## src/rtl/pwm_pkg.sv

```systemverilog
// Shared types and constants for the PWM frame generator.
package pwm_pkg;

    typedef enum logic {
        IDLE = 1'b0,
        RUN  = 1'b1
    } state_t;

    localparam int CNT_W_DEF  = 16;
    localparam int UNDR_W_DEF = 8;

    function automatic logic [31:0] cnt_max(input int w);
        return (32'd1 << w) - 32'd1;
    endfunction

endpackage

```

## src/rtl/pwm_frame_gen_counter.sv

```systemverilog
// Frame counter for pwm_frame_gen: edge-aligned wrap, or up/down when
// PWM_CENTER_ALIGNED_EN is defined. Flags the load point on ld.
module pwm_counter
    import pwm_pkg::*;
#(
    parameter int CNT_W = CNT_W_DEF
) (
    input  logic             clk,
    input  logic             rst_n,
    input  logic             run_nxt,
    input  logic             start,
    output logic [CNT_W-1:0] cnt,
    output logic             ld,
    output logic             dir
);

    localparam logic [CNT_W-1:0] CNT_MAX = CNT_W'(cnt_max(CNT_W));
    localparam logic [CNT_W-1:0] ONE     = CNT_W'(1);

    logic [CNT_W-1:0] cnt_d, cnt_q;

`ifdef PWM_CENTER_ALIGNED_EN
    logic dir_d, dir_q;

    always_comb begin
        cnt_d = cnt_q;
        dir_d = dir_q;
        if (!run_nxt) begin
            cnt_d = '0;
            dir_d = 1'b1;
        end else if (start) begin
            // leaving IDLE enters the frame at the top, already heading down
            cnt_d = CNT_MAX;
            dir_d = 1'b0;
        end else if (dir_q) begin
            if (cnt_q == CNT_MAX) begin
                cnt_d = CNT_MAX - ONE;
                dir_d = 1'b0;
            end else begin
                cnt_d = cnt_q + ONE;
            end
        end else begin
            if (cnt_q == '0) begin
                cnt_d = ONE;
                dir_d = 1'b1;
            end else begin
                cnt_d = cnt_q - ONE;
            end
        end
    end

    always_ff @(posedge clk or negedge rst_n) begin
        if (!rst_n) begin
            cnt_q <= '0;
            dir_q <= 1'b1;
        end else begin
            cnt_q <= cnt_d;
            dir_q <= dir_d;
        end
    end

    assign ld  = dir_q && (cnt_q == CNT_MAX);
    assign dir = dir_q;
`else
    always_comb begin
        cnt_d = cnt_q + ONE;
        if (!run_nxt || start) begin
            cnt_d = '0;
        end
    end

    always_ff @(posedge clk or negedge rst_n) begin
        if (!rst_n) begin
            cnt_q <= '0;
        end else begin
            cnt_q <= cnt_d;
        end
    end

    assign ld  = (cnt_q == CNT_MAX);
    assign dir = 1'b1;
`endif

    assign cnt = cnt_q;

endmodule

```

## src/rtl/pwm_frame_gen.sv

```systemverilog
// PWM frame generator: valid/ready duty shadow, frame-boundary reload,
// underrun reporting. Define PWM_CENTER_ALIGNED_EN for up/down frames.
//
// state | meaning
// IDLE  | counter parked at 0, pwm_out low, waiting for en and a duty word
// RUN   | counting frames, duty reloaded from shadow at each load point
module pwm_frame_gen
    import pwm_pkg::*;
#(
    parameter int CNT_W  = CNT_W_DEF,
    parameter int UNDR_W = UNDR_W_DEF
) (
    input  logic              clk,
    input  logic              rst_n,
    input  logic              en,
    input  logic [CNT_W-1:0]  val_in,
    input  logic              val_valid,
    output logic              val_ready,
    output logic              pwm_out,
    output logic              frame_start,
    output logic              underrun,
    output logic [UNDR_W-1:0] undr_cnt,
    output logic              busy
);

    localparam logic [UNDR_W-1:0] UNDR_MAX = UNDR_W'(cnt_max(UNDR_W));
    localparam logic [UNDR_W-1:0] UNDR_ONE = UNDR_W'(1);
    localparam logic [CNT_W-1:0]  CNT_MAX  = CNT_W'(cnt_max(CNT_W));

    state_t            state_d, state_q;
    logic [CNT_W-1:0]  duty_d, duty_q;
    logic [CNT_W-1:0]  shadow_d, shadow_q;
    logic              shadow_full_d, shadow_full_q;
    logic              pwm_d, pwm_q;
    logic              frame_start_d, frame_start_q;
    logic              underrun_d, underrun_q;
    logic [UNDR_W-1:0] undr_cnt_d, undr_cnt_q;

    logic              hs, start, load;
    logic [CNT_W-1:0]  cnt;
    logic              cnt_ld, cnt_dir;

    pwm_counter #(.CNT_W(CNT_W)) u_counter (
        .clk     (clk),
        .rst_n   (rst_n),
        .run_nxt (state_d == RUN),
        .start   (start),
        .cnt     (cnt),
        .ld      (cnt_ld),
        .dir     (cnt_dir)
    );

    always_comb begin
        hs            = val_valid && !shadow_full_q;
        start         = (state_q == IDLE) && en && (shadow_full_q || hs);
        load          = start || ((state_q == RUN) && cnt_ld && en);

        state_d       = state_q;
        duty_d        = duty_q;
        shadow_d      = shadow_q;
        shadow_full_d = shadow_full_q;
        underrun_d    = 1'b0;
        undr_cnt_d    = undr_cnt_q;

        if (start) begin
            state_d = RUN;
        end else if ((state_q == RUN) && cnt_ld && !en) begin
            state_d = IDLE;
        end

        if (load) begin
            if (shadow_full_q) begin
                duty_d        = shadow_q;
                shadow_full_d = 1'b0;
            end else if (hs) begin
                duty_d = val_in;
            end else begin
                underrun_d = 1'b1;
                if (undr_cnt_q != UNDR_MAX) begin
                    undr_cnt_d = undr_cnt_q + UNDR_ONE;
                end
            end
        end else if (hs) begin
            shadow_d      = val_in;
            shadow_full_d = 1'b1;
        end

        pwm_d = (state_q == RUN) && (cnt < duty_q);
`ifdef PWM_CENTER_ALIGNED_EN
        // first frame cycle is the top: either the turning point or IDLE entry
        frame_start_d = (state_q == RUN) && (cnt_ld || (!cnt_dir && (cnt == CNT_MAX)));
`else
        frame_start_d = (state_q == RUN) && cnt_dir && (cnt == '0);
`endif
    end

    always_ff @(posedge clk or negedge rst_n) begin
        if (!rst_n) begin
            state_q       <= IDLE;
            duty_q        <= '0;
            shadow_q      <= '0;
            shadow_full_q <= 1'b0;
            pwm_q         <= 1'b0;
            frame_start_q <= 1'b0;
            underrun_q    <= 1'b0;
            undr_cnt_q    <= '0;
        end else begin
            state_q       <= state_d;
            duty_q        <= duty_d;
            shadow_q      <= shadow_d;
            shadow_full_q <= shadow_full_d;
            pwm_q         <= pwm_d;
            frame_start_q <= frame_start_d;
            underrun_q    <= underrun_d;
            undr_cnt_q    <= undr_cnt_d;
        end
    end

    assign val_ready   = !shadow_full_q;
    assign pwm_out     = pwm_q;
    assign frame_start = frame_start_q;
    assign underrun    = underrun_q;
    assign undr_cnt    = undr_cnt_q;
    assign busy        = (state_q == RUN);

endmodule

```

## config.mk

```make
export PLATFORM = sky130hd
export DESIGN_NAME = pwm_frame_gen
export DESIGN_NICKNAME = d
export VERILOG_FILES = /design/src/rtl/pwm_pkg.sv /design/src/rtl/pwm_frame_gen_counter.sv /design/src/rtl/pwm_frame_gen.sv
export SDC_FILE = /design/constraint.sdc
export NUM_CORES = 1
export LEC_CHECK = 0
export ABC_AREA = 1
export BUFFER_PORTS_ARGS = -buffer_cell sky130_fd_sc_hd__clkbuf_2
export CAP_MARGIN = 20
export CORE_UTILIZATION = 33
export CTS_CLUSTER_DIAMETER = 30
export DETAILED_ROUTE_END_ITERATION = 16
export PLACE_DENSITY = 0.46
export SYNTH_ARGS = -nofsm -noshare
export SYNTH_HDL_FRONTEND = slang
export SYNTH_SLANG_ARGS = --single-unit
```

## constraint.sdc

```tcl
create_clock -name clk -period 2.85 [get_ports clk]
set_clock_uncertainty 0.1 [all_clocks]
set_input_delay 0.57 -clock clk [delete_from_list [all_inputs] [get_ports clk]]
set_output_delay 0.57 -clock clk [all_outputs]
set_load 0.005 [all_outputs]
```

# After elaboration in Yosys (flattened, before gate mapping)
# Index checks and enable logic that the tools add are counted.
# word_totals
regBits	61
wordCells	48
# classes
addsub	2
magnitude_cmp	1
n_eq_ne	2
mux	10
bitwise_logic	4
reduce_logical	20
# ops
operator	count
$mux W16	3
$add A16 B1 Y16 const B	1
$eq A16 B16 Y1 const B	1
$logic_not A16 Y1	1
$lt A16 B16 Y1	1
$add A8 B1 Y8 const B	1
$logic_and A1 B1 Y1	8
$ne A8 B8 Y1 const B	1
$mux W1	7
$not A1 Y1	4
$reduce_and A2 Y1	2
$reduce_and A4 Y1	1
$reduce_bool A2 Y1	2
$logic_not A1 Y1	3
$logic_or A1 B1 Y1	3

# Depth between registers and ports, before layout
# depth
word_depth	8
depth_mapped	11
depth_no_buf	11

# By module
# A second synthesis with hierarchy kept.
# unflattened
hier_cells	434
hier_area_um2	3298.2
# by_module_without_submodules
mod	n_inst	cells_each	area_each_um2	seq_area_each_um2
pwm_frame_gen	1	302	2393.5	1126.1
pwm_counter	1	132	904.6	400.4

# Worst setup path after synthesis
# OpenSTA, ideal clock, no wires.
# synth_path
path_type	reg2reg
startpoint	register u_counter.cnt_q[0], in the netlist u_counter.cnt[0]
endpoint	register duty_q[10]
setup_ns	0.116
t_arrival_ns	1.448
required_time_ns	2.634
path_slack_ns	1.186
path_stages_with_launch	12
n_path_buf	1
cell_sequence	dfrtp_1 -> ha_1 -> nand2_1 -> nor2_4 -> nand2_4 -> inv_2 -> nand3_1 -> nand2_2 -> nand2_2 -> buf_2 -> nand2_1 -> nand2_1
# synth_via
elab_chain_len	5
# synth_lines
element	line_no	source
start, declared	pwm_frame_gen_counter.sv:20	logic [CNT_W-1:0] cnt_d, cnt_q;
start signal, assigned	pwm_frame_gen_counter.sv:76	cnt_q <= cnt_d;
$eq A16 B16 Y1	pwm_frame_gen_counter.sv:80	assign ld = (cnt_q == CNT_MAX);
$logic_and A1 B1 Y1 (2 in a row)	pwm_frame_gen.sv:56	load = start || ((state_q == RUN) && cnt_ld && en);
$logic_or A1 B1 Y1	pwm_frame_gen.sv:56	
$reduce_and A2 Y1 (no line)	--	
end signal, assigned	pwm_frame_gen.sv:109	duty_q <= duty_d;
end, declared	pwm_frame_gen.sv:31	logic [CNT_W-1:0] duty_d, duty_q;
# No other way between the ends.
# A chain may end at the register's enable or synchronous reset.

# Worst setup path after layout
# layout_path
startpoint	register u_counter.cnt_q[1], in the netlist u_counter.cnt[1]
endpoint	register u_counter.cnt_q[10], in the netlist u_counter.cnt[10]
# layout_via
elab_chain_len	8
word_cells_on_any_way	9
cone_classes	add/sub (1); eq/ne (1); mux (3); reduce/logical (4)
# layout_lines
element	line_no	source
$eq A16 B16 Y1	pwm_frame_gen_counter.sv:80	
$logic_and A1 B1 Y1 (2 in a row)	pwm_frame_gen.sv:67	end else if ((state_q == RUN) && cnt_ld && !en) begin
$mux W1	pwm_frame_gen.sv:67	
$mux W1	pwm_frame_gen.sv:65	if (start) begin
$logic_not A1 Y1	pwm_frame_gen_counter.sv:67	if (!run_nxt || start) begin
$logic_or A1 B1 Y1	pwm_frame_gen_counter.sv:67	
$mux W16 (*)	pwm_frame_gen_counter.sv:67	
net u_counter.cnt_d[10]	pwm_frame_gen_counter.sv:20	
# Mark *: on every way through the listed nets, which the timed path passes. The rest lies on a longest branch.

==> qor.csv <==
metric,value,unit
status,completed,
largest net degree at the start of global routing,62,
Tmin final,2060,ps
class of the worst hold path,in -> async,
Worst Setup EP,u_counter.cnt[10],
DRT Wirelength,8330,µm
maximum vdd drop,269,µV
final core occ,0.386,
grt ovf,0,
DR WL/cell,13.2,µm
switching share of total power,0.375,
ys flop type,dfrtp_1,
"EDFF count, synth",0,
Total Neg Setup Slack,0,ps
CP Cell Sequence,ha_1 > nand2_1 > nor2_4 > nand2_4 > nor2_1 > nand2_1 > nand2_1 > nor3b_1,
TritonRoute pass-1 iters,4,
Reg area,1530,µm²
DR iter-0 viols,139,
nets,527,
"Seq/Total Area, Yosys",0.439,
GPL Wtd Cong,0.767,
layout cells sized above 1,0.162,
Final Worst Setup Slack,789,ps
I/O pin count,33,
Ys Warns,0,
Critical Path Stages,8,
ant diodes,0,
Int Pwr,1.92,mW
Detailed Place HPWL,5820,µm
CP max-delay cell,nand2_1,
WS Path Type,reg -> reg,
"most used cell, CP",nand2_1,
die area,11000,µm²
Post-DRT Antenna Nets,0,
# fillers,1119,
"Buf+Inv Stages, Crit Path",0,
area of the multi-input gates,1720,µm²
Post-Syn Nets,489,
htree depth,3,
R2R cell count,8,
Area Overhead vs Synth,14.2,%
WP data required,2950,ps
CTS max path bufs,2,
"Power, Total",3.08,mW
Initial Util,0.338,
Post-CTS Setup Repair Bufs,0,
Hold Buf Count CTS,0,
cells after synthesis,451,
FF-to-FF Start,u_counter.cnt[1],
Async SR Flop Fraction,1.00,
Clock transition at path regs,80,ps
FF-to-FF End,u_counter.cnt[10],
PortBufs,32,
CTS resizes,0,
Slew headroom,0.455,
Worst setup SP type,flop,
Clock power frac,0.262,
Gate power share,0.309,
# rows,37,
Die Ht,105,µm
placed instance area,3770,µm²
total CTS buffers,9,
crit path from,u_counter.cnt[1],
Fin Hold WS,262,ps
initial antenna violation count,0,
final instance area,3970,µm²
Clock Tree Root,clkbuf_8,
post-synthesis instance area,3480,µm²
Worst setup EP type,flop,
# placed instances,614,
Switch Pwr,1.15,mW
Core Area,10300,µm²
vias,2898,
R2R Setup Slk,790,ps
CTS tree,built,
CP max stage delay,500,ps
Max Slew Vio Count,0,
unrepaired setup endpoints after global routing,no,
Worst Path Arrival,2160,ps
sequential share of power,0.428,
Non-Filler Instances,630,
period utilization,0.723,
Fmax,485,MHz
Unique masters post-synth,32,
DRC Markers,0,
die extent in x,105,µm
Power per Cell Area,774,nW/µm²
GRT Util Overall,0.170,
max cap viols,0,
vias in the first global route,2883,
leakage,2.11,nW
Vias/cell,4.60,
"FF+latch count, synth",61,
worst-path maximum fanout,17,
first-pass GRT wire length,14500,µm
"Hold Violations, Final",0,
slew at the pin closest to its max-slew limit,817,ps
"Largest delay share family, worst path",simple AND/OR/NAND/NOR gates,
CTS sink cnt,61,
Syn Area/Cell,7.71,µm²
Skew-Pair Late Insertion Delay,350,ps
pre-CTS setup slack,808,ps
"Setup violations, final",0,
-- cell type report --
type | count | share of cell area
Multi-Input combinational cell | 338 | 0.434
Sequential cell | 61 | 0.384
Timing Repair Buffer | 36 | 0.0479
Tap cell | 136 | 0.0428
Inverter | 43 | 0.0406
Clock buffer | 9 | 0.0312
Clock inverter | 7 | 0.0189
-- Yosys cell counts, types with 2 or more instances --
cell type / count / share of area
nor2_2: 3 / 0.0054
nor3_1: 8 / 0.012
nor2_4: 2 / 0.0065
dfrtp_1: 61 / 0.44
nor2_1: 36 / 0.039
nand2_1: 181 / 0.20
nand2_2: 14 / 0.025
buf_2: 4 / 0.0058
ha_1: 18 / 0.065
nor4_1: 4 / 0.0072
nor3b_1: 7 / 0.015
clkbuf_1: 2 / 0.0022
nor2_8: 2 / 0.012
inv_1: 41 / 0.044
xor2_1: 6 / 0.015
o21ai_0: 7 / 0.010
nand2_4: 3 / 0.0097
a21oi_1: 7 / 0.010
nand4_1: 7 / 0.013
nand3_1: 26 / 0.037
-- worst min path at each step --
stage                   endpoint         start  slack [ps]  cells after the start
CTS                 shadow_q[12]         rst_n         320                      2
detailed placement   shadow_q[5]   shadow_q[5]         360                      2
global route        shadow_q[14]    val_in[14]         340                      3
global placement    shadow_q[15]  shadow_q[15]         350                      2
floorplan                   busy         rst_n         170                      0
finish              shadow_q[12]         rst_n         260                      2
-- sequential cells by signal (all words and copies together), names as in the netlist, 8 cells and up --
signal,count
shadow_q,16
u_counter.cnt,16
undr_cnt,8
duty_q,16
-- placed cells by master, fill, tap and decap left out, types with 2 or more instances in the layout --
cell type / Yosys / layout
nor2_8: 2 / 2
xor2_1: 6 / 6
nor4_1: 4 / 4
clkbuf_2: 0 / 32
a21oi_1: 7 / 7
buf_4: 1 / 4
nand2_1: 181 / 181
nand3_1: 26 / 26
nand2_4: 3 / 3
clkinv_2: 0 / 2
nor3b_1: 7 / 7
clkinv_4: 0 / 3
nor2_4: 2 / 2
nand4_1: 7 / 7
dfrtp_1: 61 / 61
clkbuf_8: 0 / 9
o21ai_0: 7 / 7
nor2_2: 3 / 3
ha_1: 18 / 18
nor2_1: 36 / 36
nor3_1: 8 / 8
inv_1: 41 / 41
nand2_2: 14 / 14
-- cell families (layout without fill, tap and decap cells) --
logic type	count (synthesis)	count (layout)	share of synthesized area
AND/OR/NAND/NOR	297	297	0.386
flip-flops	61	61	0.439
buffers and inverters	52	95	0.0655
adder cells (fa/ha/maj)	18	18	0.0647
AO/OA/AOI/OAI	16	16	0.0277
XOR/XNOR	7	7	0.0176
-- worst reg2reg max path, cell delays in order (launching register included) --
cell and delay [ps]:
dfrtp_1 400, ha_1 180, nand2_1 120, nor2_4 160, nand2_4 90, nor2_1 170, nand2_1 70, nand2_1 500
nor3b_1 140
-- routing by layer --
layer  global-route usage  up-vias  share of wire
met4               0.0553        0          0.013
li1                     -     1491              -
met3               0.0387       10          0.029
met5                    0        -              0
met2                0.280       38           0.48
met1                0.221     1359           0.48
-- power groups by stage --
| stage | Clock [mW] | Sequential, mW | Combinational, mW |
|---|---|---|---|
| after CTS | 0.838 | 1.32 | 0.980 |
| after global placement | 0 | 1.33 | 0.961 |
| after global routing | 0.882 | 1.36 | 1.14 |
| after detailed placement | 0 | 1.34 | 0.970 |
| final | 0.807 | 1.32 | 0.952 |
| after floorplan | 0 | 1.29 | 0.739 |
Power figures use the tool's default switching activity.
